**src/rtl/mmio_pkg.sv**
```systemverilog
// mmio_pkg: shared definitions for the MMIO slot master.
//   - ADDR_W       : slot register address width (4)
//   - state_t      : master FSM state encoding
//   - ERR_*        : resp_err encodings
//   - slot_err()   : folds the slot error inputs into a resp_err code
package mmio_pkg;

  localparam int ADDR_W = 4;

  typedef enum logic [2:0] {
    ST_IDLE      = 3'd0,
    ST_RD_ACCESS = 3'd1,
    ST_WR_PULSE  = 3'd2,
    ST_WR_WAIT   = 3'd3,
    ST_RESP      = 3'd4
  } state_t;

  localparam logic [1:0] ERR_OK      = 2'b00;
  localparam logic [1:0] ERR_SLVERR  = 2'b01;
  localparam logic [1:0] ERR_DECERR  = 2'b10;
  localparam logic [1:0] ERR_TIMEOUT = 2'b11;

  // A decode error means the slot never saw a valid register, so it
  // outranks anything the slot itself reports.
  function automatic logic [1:0] slot_err(input logic decode_error,
                                          input logic slave_error);
    if (decode_error)     return ERR_DECERR;
    else if (slave_error) return ERR_SLVERR;
    else                  return ERR_OK;
  endfunction

endpackage

```
**src/rtl/mmio_timeout_counter.sv**
```systemverilog
// mmio_timeout_counter: cycle counter used to bound how long the master
// waits for a slot to complete.
//   clk     in  : clock
//   arst_n  in  : asynchronous active-low reset (count -> 0)
//   clear   in  : restart the count at 0 (master entering an access)
//   enable  in  : count this cycle (master waiting on the slot)
//   expired out : this cycle's increment reaches LIMIT
// LIMIT is the number of enabled cycles allowed; legal range 1..65535.
module mmio_timeout_counter #(
  parameter int unsigned LIMIT = 255
) (
  input  logic clk,
  input  logic arst_n,
  input  logic clear,
  input  logic enable,
  output logic expired
);

  localparam logic [15:0] LAST = 16'(LIMIT - 1);

  logic [15:0] count_q, count_d;

  always_comb begin
    count_d = count_q;
    if (clear)       count_d = 16'd0;
    else if (enable) count_d = count_q + 16'd1;
  end

  // Flagged combinationally in the cycle whose increment lands on LIMIT,
  // so the master leaves the wait state exactly LIMIT waiting cycles
  // after the strobe went up.
  assign expired = enable && !clear && (count_q == LAST);

  always_ff @(posedge clk or negedge arst_n) begin
    if (!arst_n) count_q <= 16'd0;
    else         count_q <= count_d;
  end

endmodule

```
**src/rtl/mmio_slot_master.sv**
```systemverilog
// mmio_slot_master: converts a valid/ready request into slot strobes
// (chip_select/read/write) and returns a valid/ready response.
//   Requester side : req_valid/req_ready/req_write/req_addr/req_wdata,
//                    resp_valid/resp_ready/resp_rdata/resp_err
//   Slot side      : chip_select/read/write/addr/wr_data out,
//                    rd_data/rd_done/wr_done/slave_error/decode_error in
//   clk, arst_n    : clock, asynchronous active-low reset
// Optional build macro MMIO_SLOT_MASTER_TIMEOUT_EN adds a wait bound of
// TIMEOUT_CYCLES cycles (resp_err=11); without it the master waits forever.
module mmio_slot_master
  import mmio_pkg::*;
#(
  parameter int unsigned TIMEOUT_CYCLES = 255
) (
  input  logic              clk,
  input  logic              arst_n,
  input  logic              req_valid,
  output logic              req_ready,
  input  logic              req_write,
  input  logic [ADDR_W-1:0] req_addr,
  input  logic [31:0]       req_wdata,
  output logic              resp_valid,
  input  logic              resp_ready,
  output logic [31:0]       resp_rdata,
  output logic [1:0]        resp_err,
  output logic              chip_select,
  output logic              read,
  output logic              write,
  output logic [ADDR_W-1:0] addr,
  output logic [31:0]       wr_data,
  input  logic [31:0]       rd_data,
  input  logic              rd_done,
  input  logic              wr_done,
  input  logic              slave_error,
  input  logic              decode_error
);

  state_t            state_q, state_d;
  logic [ADDR_W-1:0] addr_q, addr_d;
  logic [31:0]       wr_data_q, wr_data_d;
  logic [31:0]       resp_rdata_q, resp_rdata_d;
  logic [1:0]        resp_err_q, resp_err_d;
  logic              req_ready_q, req_ready_d;
  logic              timeout_hit;
  logic [1:0]        rd_err;

  assign rd_err = slot_err(decode_error, slave_error);

`ifdef MMIO_SLOT_MASTER_TIMEOUT_EN
  logic to_clear, to_enable;

  assign to_clear  = (state_q == ST_IDLE) && req_valid && req_ready_q;
  assign to_enable = (state_q == ST_RD_ACCESS) || (state_q == ST_WR_WAIT);

  mmio_timeout_counter #(
    .LIMIT (TIMEOUT_CYCLES)
  ) u_timeout (
    .clk     (clk),
    .arst_n  (arst_n),
    .clear   (to_clear),
    .enable  (to_enable),
    .expired (timeout_hit)
  );
`else
  // No wait bound in this build. A zero TIMEOUT_CYCLES is outside the
  // legal range; it shows up as immediate timeouts instead of being
  // silently accepted.
  assign timeout_hit = (TIMEOUT_CYCLES == 0);
`endif

  always_comb begin
    state_d      = state_q;
    addr_d       = addr_q;
    wr_data_d    = wr_data_q;
    resp_rdata_d = resp_rdata_q;
    resp_err_d   = resp_err_q;

    case (state_q)
      ST_IDLE: begin
        if (req_valid && req_ready_q) begin
          addr_d       = req_addr;
          wr_data_d    = req_wdata;
          resp_rdata_d = 32'd0;
          resp_err_d   = ERR_OK;
          state_d      = req_write ? ST_WR_PULSE : ST_RD_ACCESS;
        end
      end
      ST_RD_ACCESS: begin
        // rd_done is checked first so a completion in the expiry cycle wins.
        if (rd_done) begin
          resp_err_d   = rd_err;
          resp_rdata_d = (rd_err == ERR_OK) ? rd_data : 32'd0;
          state_d      = ST_RESP;
        end else if (timeout_hit) begin
          resp_err_d   = ERR_TIMEOUT;
          resp_rdata_d = 32'd0;
          state_d      = ST_RESP;
        end
      end
      ST_WR_PULSE: begin
        // The write's error status is only meaningful during the pulse.
        resp_err_d   = rd_err;
        resp_rdata_d = 32'd0;
        state_d      = ST_WR_WAIT;
      end
      ST_WR_WAIT: begin
        if (wr_done) begin
          state_d = ST_RESP;
        end else if (timeout_hit) begin
          resp_err_d = ERR_TIMEOUT;
          state_d    = ST_RESP;
        end
      end
      ST_RESP: begin
        if (resp_ready) state_d = ST_IDLE;
      end
      default: state_d = ST_IDLE;
    endcase
  end

  // Registered so that req_ready stays low while reset is held and rises
  // on the first clock edge after release.
  assign req_ready_d = (state_d == ST_IDLE);

  always_ff @(posedge clk or negedge arst_n) begin
    if (!arst_n) begin
      state_q      <= ST_IDLE;
      addr_q       <= '0;
      wr_data_q    <= 32'd0;
      resp_rdata_q <= 32'd0;
      resp_err_q   <= ERR_OK;
      req_ready_q  <= 1'b0;
    end else begin
      state_q      <= state_d;
      addr_q       <= addr_d;
      wr_data_q    <= wr_data_d;
      resp_rdata_q <= resp_rdata_d;
      resp_err_q   <= resp_err_d;
      req_ready_q  <= req_ready_d;
    end
  end

  // Strobes decode straight from the state register, so they cannot
  // overlap and they clear the instant reset asserts.
  assign chip_select = (state_q == ST_RD_ACCESS) || (state_q == ST_WR_PULSE);
  assign read        = (state_q == ST_RD_ACCESS);
  assign write       = (state_q == ST_WR_PULSE);
  assign resp_valid  = (state_q == ST_RESP);
  assign req_ready   = req_ready_q;
  assign resp_rdata  = resp_rdata_q;
  assign resp_err    = resp_err_q;
  assign addr        = addr_q;
  assign wr_data     = wr_data_q;

endmodule

```
**config.mk**
```make
export PLATFORM = sky130hd
export DESIGN_NAME = mmio_slot_master
export DESIGN_NICKNAME = d
export VERILOG_FILES = /design/src/rtl/mmio_pkg.sv /design/src/rtl/mmio_timeout_counter.sv /design/src/rtl/mmio_slot_master.sv
export SDC_FILE = /design/constraint.sdc
export NUM_CORES = 1
export LEC_CHECK = 0
export BUFFER_PORTS_ARGS = -buffer_cell sky130_fd_sc_hd__buf_2
export CAP_MARGIN = 15
export CORE_ASPECT_RATIO = 0.9
export CORE_MARGIN = 2
export CORE_UTILIZATION = 40
export DETAILED_ROUTE_END_ITERATION = 8
export GPL_TIMING_DRIVEN = 0
export MAX_ROUTING_LAYER = met4
export PLACE_DENSITY = 0.7
export SETUP_SLACK_MARGIN = 0.5
export SLEW_MARGIN = 20
export SYNTH_ARGS = -nofsm -noshare
export SYNTH_HDL_FRONTEND = slang
export SYNTH_SLANG_ARGS = --single-unit
```
**constraint.sdc**
```tcl
create_clock -name clk -period 2.6 [get_ports clk]
set_input_delay 0.39 -clock clk [delete_from_list [all_inputs] [get_ports clk]]
set_output_delay 0.39 -clock clk [all_outputs]
set_load 0.005 [all_outputs]
```
==> results.py, run 1 <==
metrics = {
    "finish": {
        "area_growth_pct": 34.8,
        "antenna_cells": 0,
        "stdcell_count": 481,
        "mostFrequentLayoutCell": "buf_2",
        "nNetsFinal": 457,
        "mostFrequentLayoutCells": "buf_2, dfrtp_1, mux2_2, and3_1, mux2_1",
        "drive_gt1_share_pct": 58.2,
        "post-route-util_pct": 55.9,
    },
    "logic_synthesis": {
        "synth_fp_nets": 293,
        "yosysSeqAreaShare_pct": 58.8,
        "syn_area_um2": 3150,
        "ys_seq_elements": 74,
        "synth-simple-area-share_pct": 9.30,
        "synthXorXnorAreaFrac_pct": 0.278,
        "netlist_instances": 216,
        "synth_top_family_by_area": "multiplexers",
        "synth-compound-area-share_pct": 2.47,
        "synth_fa_ha_area_share_pct": 0,
        "synth_cell_type_count": 23,
        "avgSynthCellArea_um2": 14.6,
        "synth.area.mux_share_pct": 25.4,
        "yosys_warnings": 0,
    },
    "cts": {
        "cts_tree": "done",
        "clockBufferDepth": 2,
        "cts_root_buf": "clkbuf_8",
        "ctsHoldBuffers": 0,
        "cts_buffers": 9,
        "clkTransAtPathRegs_ps": 80,
        "h-tree-depth": 3,
        "cts_sinks": 74,
        "clk_latency_ps": 340,
    },
    "floorplanning": {
        "die_height_um": 88.1,
        "ios": 152,
        "initial_utilization_pct": 41.5,
        "die_w_um": 97.5,
        "core_um2": 7580,
        "rows": 30,
        "dieArea_um2": 8590,
    },
    "sta": {
        "fin_crit_ps": 1940,
        "tns_ps": 0,
        "drv_slew": 0,
        "fmax_mhz": 515,
        "clock_skew_ps": 5.21,
        "setup_viol": 0,
        "finalHoldViolCount": 0,
        "relSlewSlack_pct": 65.2,
        "rsz0062_at_grt": "false",
        "worstMarginPinSlew_ps": 521,
        "fin_crit_sh_pct": 74.7,
    },
    "drt": {
        "via_count": 2298,
        "avgViaCountPerCell": 4.78,
        "drtIter0Drc": 37,
        "wire_per_inst_um": 14.7,
        "drc_errors": 0,
        "dr.pass1.iters": 4,
        "wirelength_mm": 7.09,
        "postRouteAntennaNets": 0,
    },
    "placement": {
        "io_buffers": 151,
        "dp.cells": 464,
        "gp_congestion": 0.732,
        "hpwl_mm": 5.32,
    },
    "global_route": {
        "grt_max_degree": 39,
        "grt_pass1_vias": 2370,
        "grt_pass1_wl_mm": 11.4,
        "track_usage_pct": 17.2,
        "antenna_found_initial": 0,
        "grt_remaining_overflow": 0,
    },
    "pwr": {
        "p_leak_nw": 2.36,
        "p_per_area_nw_per_um2": 1050,
        "ir_drop_v": 0.000559,
    },
    "worst_setup_path": {
        "start_kind": "flop",
        "arrival_ps": 1550,
        "endpoint_kind": "output pin",
        "cp_max_fo": 10,
        "timing_worst_setup_path_type": "flop to output pin",
        "worst_ep_required_time_ps": 2210,
    },
    "outcome": {
        "outcome": "complete, no violations",
    },
    "worst_hold_path": {
        "hold_path_class": "primary input to asynchronous set/reset pin",
    },
    "job": {
        "cap_viol_max_count": 0,
    },
}
[layout make-up]
type                       instances  area (um^2)
multi-input combinational        123         1180
sequential                        74         1850
inverter                           3         11.3
clock inverter                     6         42.5
clock buffer                      10          138
timing repair buffer             153          786
buffer                            16          106
fill                             693         3340
tap                               96          120
[where the power goes]
group          switching [W]  internal, W
sequential          0.000183      0.00157
clock               0.000427     0.000370
combinational       0.000861      0.00104
total                0.00147      0.00297
[through the flow]
stage	power (W)	instance area, um^2	setup slack [ps]	hold slack (ps)
finish	0.00444	4240	657	5.96
global route	0.00475	4240	525	20.8
CTS	0.00452	4230	523	5.66
detailed placement	0.00368	4050	716	398
global placement	0.00361	4020	684	464
floorplan	0.00293	3150	1000	94.4
[final timing paths]
check | from | to | slack (ps) | cells past startpoint
worst min register to register | resp_rdata[7] | resp_rdata[7] | 480 | 1
worst min-delay path | arst_n | resp_rdata[17] | 6 | 1
worst max register to register | state_q[2] | wr_data[0] | 810 | 5
min in group clk | req_wdata[18] | wr_data[18] | 270 | 2
max in group asynchronous | arst_n | wr_data[13] | 2040 | 2
worst max-delay path | state_q[2] | read | 660 | 4
[critical path, cell delays in order (launching register included)]
cell and delay [ps]:
dfrtp_1 360, buf_2 200, nor3b_4 280, buf_2 240
buf_2 140
[sequential cells by signal, indices dropped and copies added (netlist names)]
name	cells
addr	4
resp_err	2
resp_rdata	32
req_ready	1
state_q	3
wr_data	32
[cell families (layout without fill, tap and decap cells)]
kind of cell	count (synthesis)	after routing
DFF	74	74
muxes	71	71
and+or+nand+nor	44	44
buffers and inverters	19	188
AOI/OAI and AO/OA	7	7
xor gates and xnor gates	1	1
[repair_timing]
| action | 4_1_cts | 5_1_grt |
|---|---|---|
| cloned | 0 | 0 |
| pin swaps | 0 | 1 |
| resized for setup | 2 | 1 |
| setup endpoints to repair | 1 | 1 |
| setup buffers | 0 | 1 |
| endpoints found under the hold margin | 0 | 0 |
[per-layer routing]
metal / GRT usage [%] / share of wire (%) / vias to the layer above
met5: - / 0 / -
met4: 6.06 / 1.0 / 0
met3: 4.95 / 7.4 / 10
met2: 27.0 / 48 / 90
met1: 21.7 / 44 / 1100
li1: - / - / 1098
[synth_stat cells, drive strengths merged]
library cell | number | area share, %
nor3b | 4 | 1.1
o32ai | 1 | 0.87
inv | 3 | 0.36
buf | 10 | 2.6
mux2 | 71 | 25
and3 | 32 | 6.4
xnor2 | 1 | 0.28
nor2 | 2 | 0.24
a22o | 1 | 0.28
nor4 | 1 | 0.68
dfrtp | 74 | 59
nor4b | 1 | 0.28
clkbuf | 6 | 0.72
a211oi | 1 | 0.24
o2bb2ai | 1 | 0.28
a21oi | 1 | 0.16
nand2b | 2 | 0.40
a32o | 2 | 0.64
nand2 | 2 | 0.24
Note: power is estimated with default switching activity, not from simulation.
==> run 2: changes to the inputs <==
PLACE_DENSITY = 0.73   (was 0.7)
clock period = 1.7 ns   (was 2.6 ns; I/O delays follow)
==> results.py, run 2 (synthesis gave the netlist of run 1 again) <==
metrics = {
    "global_route": {
        "grt_max_degree": 55,
        "track_usage_pct": 18.1,
        "grt_pass1_wl_mm": 11.9,
        "antenna_found_initial": 0,
        "grt_remaining_overflow": 0,
        "grt_pass1_vias": 2424,
    },
    "cts": {
        "clockBufferDepth": 2,
        "clk_latency_ps": 350,
        "cts_sinks": 74,
        "cts_tree": "done",
        "cts_root_buf": "clkbuf_8",
        "cts_buffers": 9,
        "clkTransAtPathRegs_ps": 80,
        "h-tree-depth": 3,
    },
    "finish": {
        "antenna_cells": 0,
        "drive_gt1_share_pct": 64.4,
        "area_growth_pct": 51.3,
        "mostFrequentLayoutCells": "buf_2, dfrtp_1, and3_1, mux2_2",
        "nNetsFinal": 477,
        "post-route-util_pct": 62.8,
        "mostFrequentLayoutCell": "buf_2",
        "fill_cells": 591,
    },
    "worst_setup_path": {
        "worst-path-stages": 5,
        "critical_path.startpoint": "state_q[0]",
        "crit_end": "resp_rdata[19]",
        "rr_startpoint": "state_q[0]",
        "cp_top_family": "buffers and inverters",
        "r2r_slack_ps": 70,
        "cp_cell_sequence": "buf_6, o32ai_4, buf_12, clkbuf_16, mux2_1",
        "critical_path.max_stage_delay_ps": 400,
        "cp_num_buf_inv": 3,
        "start_kind": "flop",
        "r2r_cells": 5,
        "cp_max_fo": 9,
        "reg2reg_to": "resp_rdata[19]",
        "cp_slowest_cell": "dfrtp_1",
        "arrival_ps": 1850,
        "timing_worst_setup_path_type": "flop to flop",
        "worst_ep_required_time_ps": 1930,
        "endpoint_kind": "flop",
    },
    "pwr": {
        "swShare_pct": 30.1,
        "comb_power_share_pct": 48.2,
        "p_total_w": 0.00849,
        "p_per_area_nw_per_um2": 1780,
        "ir_drop_v": 0.000962,
        "power.switching_w": 0.00256,
        "intPower_w": 0.00593,
        "p_leak_nw": 2.63,
        "power_frac_clock_pct": 19.9,
        "seqPwrFrac_pct": 32.0,
    },
    "drt": {
        "wirelength_mm": 7.82,
        "dr.pass1.iters": 4,
        "drc_errors": 0,
        "avgViaCountPerCell": 4.90,
        "via_count": 2456,
        "drtIter0Drc": 53,
        "postRouteAntennaNets": 0,
        "wire_per_inst_um": 15.6,
    },
    "worst_hold_path": {
        "hold_path_class": "primary input to flop",
        "min_from": "req_wdata[2]",
    },
    "sta": {
        "worstMarginPinSlew_ps": 399,
        "finalHoldViolCount": 0,
        "setup_viol": 0,
        "fin_crit_ps": 1630,
        "drv_slew": 0,
        "rsz0062_at_grt": "true",
        "fin_crit_sh_pct": 95.7,
        "relSlewSlack_pct": 73.3,
        "fmax_mhz": 615,
        "clock_skew_ps": 8.84,
        "whs_ps": 134,
    },
    "floorplanning": {
        "die_height_um": 88.1,
        "dieArea_um2": 8590,
        "initial_utilization_pct": 41.5,
        "core_um2": 7580,
        "rows": 30,
        "ios": 152,
        "die_w_um": 97.5,
    },
    "placement": {
        "io_buffers": 151,
        "hpwl_mm": 5.12,
        "gp_congestion": 0.777,
    },
    "job": {
        "cap_viol_max_count": 0,
    },
    "outcome": {
        "outcome": "complete, no violations",
    },
}
## run 2: routing by layer
metal | up-vias | track usage [%] | wire [um]
li1 | 1148 | - | -
met1 | 1191 | 22.6 | 3420
met2 | 107 | 29.0 | 3700
met3 | 10 | 5.19 | 590
met4 | 0 | 5.68 | 111
met5 | - | - | 0
## run 2: per-stage QoR
stage / cell area [um^2] / setup slack [ps] / setup TNS (ps) / std cells
4_1_cts: 4550 / 82.5 / 0 / 493
5_1_grt: 4760 / 28.4 / 0 / 501
2_1_floorplan: 3180 / 167 / 0 / 216
6_report: 4760 / 73.8 / 0 / 501
3_5_place_dp: 4090 / -46.9 / -583 / 464
3_3_place_gp: 4060 / -92.1 / -6560 / 463
## run 2: final cells by class
class                   instances  area, um^2  share of cell area [%]
well taps                      96         120                    2.52
repair buffers                173        1040                    21.8
clock inverters                 6         114                    2.39
plain buffers                  16         190                    3.99
inverters                       3        11.3                   0.237
multi-input cells             123        1300                    27.3
flip-flops and latches         74        1850                    38.9
clock buffers                  10         138                    2.89
## run 2: worst min path at each step
| stage | endpoint | slack, ps | cells after the start |
|---|---|---|---|
| 6_report | wr_data[2] | 130 | 2 |
| 5_1_grt | addr[2] | 110 | 2 |
| 4_1_cts | wr_data[14] | 110 | 2 |
| 3_5_place_dp | resp_rdata[27] | 160 | 1 |
| 3_3_place_gp | resp_rdata[12] | 460 | 1 |
| 2_1_floorplan | addr[0] | -40 | 0 |
## run 2: what timing repair did
action	in CTS	in global routing
cloned	1	5
setup buffers	11	3
resized for setup	24	30
hold buffers	1	0
pin swaps	5	3
endpoints found under the setup margin	77	79
hold endpoints to repair	20	0
## run 2: power groups by stage
stage | clock, W | combinational (W) | sequential, W
floorplan | 0 | 0.00178 | 0.00277
global placement | 0 | 0.00290 | 0.00269
detailed placement | 0 | 0.00298 | 0.00271
CTS | 0.00174 | 0.00351 | 0.00270
global route | 0.00180 | 0.00438 | 0.00280
finish | 0.00169 | 0.00409 | 0.00271
==> run 3: changes to the inputs <==
CORE_UTILIZATION = 41   (was 40)
PLACE_DENSITY = 0.74   (was 0.73)
==> results.py, run 3 (synthesis gave the netlist of run 1 again) <==
metrics = {
    "global_route": {
        "grt_remaining_overflow": 0,
        "grt_max_degree": 41,
        "grt_pass1_vias": 2429,
        "antenna_found_initial": 0,
        "use_met3_pct": 4.76,
        "track_usage_pct": 18.8,
        "grt_pass1_wl_mm": 11.6,
        "met2_usage_pct": 30.1,
        "use_met1_pct": 23.1,
        "grt_most_used_layer": "met2",
    },
    "drt": {
        "drc_errors": 0,
        "wirelength_mm": 8.16,
        "dr.pass1.iters": 6,
        "drtIter0Drc": 56,
        "avgViaCountPerCell": 4.91,
        "wire_per_inst_um": 16.3,
        "postRouteAntennaNets": 0,
        "via_count": 2453,
    },
    "finish": {
        "antenna_cells": 0,
        "drive_gt1_share_pct": 69.8,
        "seqCellArea_um2": 1850,
        "area_growth_pct": 58.3,
        "multi_input_area_um2": 1510,
        "nNetsFinal": 476,
        "fill_cells": 583,
        "post-route-util_pct": 66.4,
        "mostFrequentLayoutCell": "buf_2",
        "stdcell_count": 500,
        "mostFrequentLayoutCells": "buf_2, dfrtp_1, mux2_4, and3_1",
    },
    "pwr": {
        "power.switching_w": 0.00273,
        "intPower_w": 0.00626,
        "p_leak_nw": 2.74,
        "p_per_area_nw_per_um2": 1800,
        "p_total_w": 0.00898,
        "power_frac_clock_pct": 18.8,
        "seqPwrFrac_pct": 30.7,
        "comb_power_share_pct": 50.5,
        "ir_drop_v": 0.000923,
        "swShare_pct": 30.4,
    },
    "sta": {
        "rsz0062_at_grt": "true",
        "drv_slew": 0,
        "clock_skew_ps": 6.24,
        "relSlewSlack_pct": 69.2,
        "fin_crit_ps": 1630,
        "fmax_mhz": 614,
        "setup_viol": 0,
        "worstMarginPinSlew_ps": 462,
        "finalHoldViolCount": 0,
        "fin_crit_sh_pct": 95.9,
    },
    "outcome": {
        "outcome": "complete, no violations",
    },
    "floorplanning": {
        "dieArea_um2": 8390,
        "die_w_um": 96.3,
        "die_height_um": 87.1,
        "core_um2": 7510,
        "ios": 152,
        "initial_utilization_pct": 41.9,
        "rows": 30,
    },
    "cts": {
        "cts_tree": "done",
        "cts_root_buf": "clkbuf_8",
        "h-tree-depth": 3,
        "cts_sinks": 74,
        "clockBufferDepth": 2,
        "cts_buffers": 9,
        "clkTransAtPathRegs_ps": 80,
        "clk_latency_ps": 330,
    },
    "placement": {
        "io_buffers": 151,
        "dp.cells": 464,
        "gp_congestion": 0.785,
        "hpwl_mm": 5.29,
    },
    "job": {
        "cap_viol_max_count": 0,
    },
    "worst_setup_path": {
        "cp_slowest_cell": "dfrtp_1",
        "worst_ep_required_time_ps": 1920,
        "cp_max_fo": 5,
        "timing_worst_setup_path_type": "flop to flop",
        "critical_path.max_stage_delay_ps": 430,
        "r2r_slack_ps": 70,
        "arrival_ps": 1850,
        "endpoint_kind": "flop",
        "critPathMostFrequentCell": "buf_8",
        "start_kind": "flop",
        "cp_cell_sequence": "nand2_2, nor4_4, buf_6, buf_8, buf_8, mux2_4",
    },
    "worst_hold_path": {
        "hold_path_class": "primary input to flop",
    },
}
run 3: per-stage QoR:
step                      setup slack (ps)  hold WS [ps]  area (um^2)  TNS, ps
final                                 70.1           145         4980        0
after floorplan                        167         -40.6         3180        0
after global routing                  15.0           127         4980        0
after detailed placement             -21.6           240         4080    -93.9
after CTS                             65.2           125         4740        0
after global placement               -63.4           462         4060    -4340
run 3: power by group through the flow:
stage	Sequential [W]	Combinational [W]	Clock [W]
floorplan	0.00277	0.00178	0
global placement	0.00269	0.00289	0
detailed placement	0.00272	0.00297	0
CTS	0.00273	0.00402	0.00173
global route	0.00284	0.00483	0.00180
finish	0.00276	0.00454	0.00168
run 3: final cells by class:
| class | count | share of cell area, % |
|---|---|---|
| sequential | 74 | 37.2 |
| multi-input combinational | 123 | 30.2 |
| timing repair buffer | 172 | 21.2 |
| buffer | 16 | 3.79 |
| clock buffer | 10 | 2.76 |
| tap | 96 | 2.41 |
| clock inverter | 6 | 2.26 |
| inverter | 3 | 0.226 |
run 3: worst paths after layout:
path	from	endpoint	cells after the start
setup / recovery	req_ready	wr_data[3]	6
hold / removal	req_wdata[20]	wr_data[20]	2
setup reg to reg	req_ready	wr_data[3]	6
hold reg to reg	wr_data[19]	wr_data[19]	1
max in group asynchronous	arst_n	wr_data[10]	3
min in group asynchronous	arst_n	resp_rdata[27]	2
run 3: what timing repair did:
| action | CTS | global route |
|---|---|---|
| setup buffers | 14 | 1 |
| hold buffers | 1 | 0 |
| hold endpoints to repair | 34 | 0 |
| gates resized for setup | 62 | 50 |
| pin swaps | 5 | 3 |
| endpoints found under the setup margin | 78 | 78 |
| gates cloned | 3 | 1 |
run 3: worst max-delay path: cells and delay by family, from the launching register on:
family                 cells  cell delay, ps
AND/OR/NAND/NOR            2             370
buffers and inverters      3             420
flip-flops                 1             430
multiplexers               1             300
run 3: metal layers:
metal | wire length (um) | part of all wire [%]
met5 | 0 | 0
met4 | 104 | 1.3
met3 | 600 | 7.4
met2 | 3820 | 47
met1 | 3640 | 45
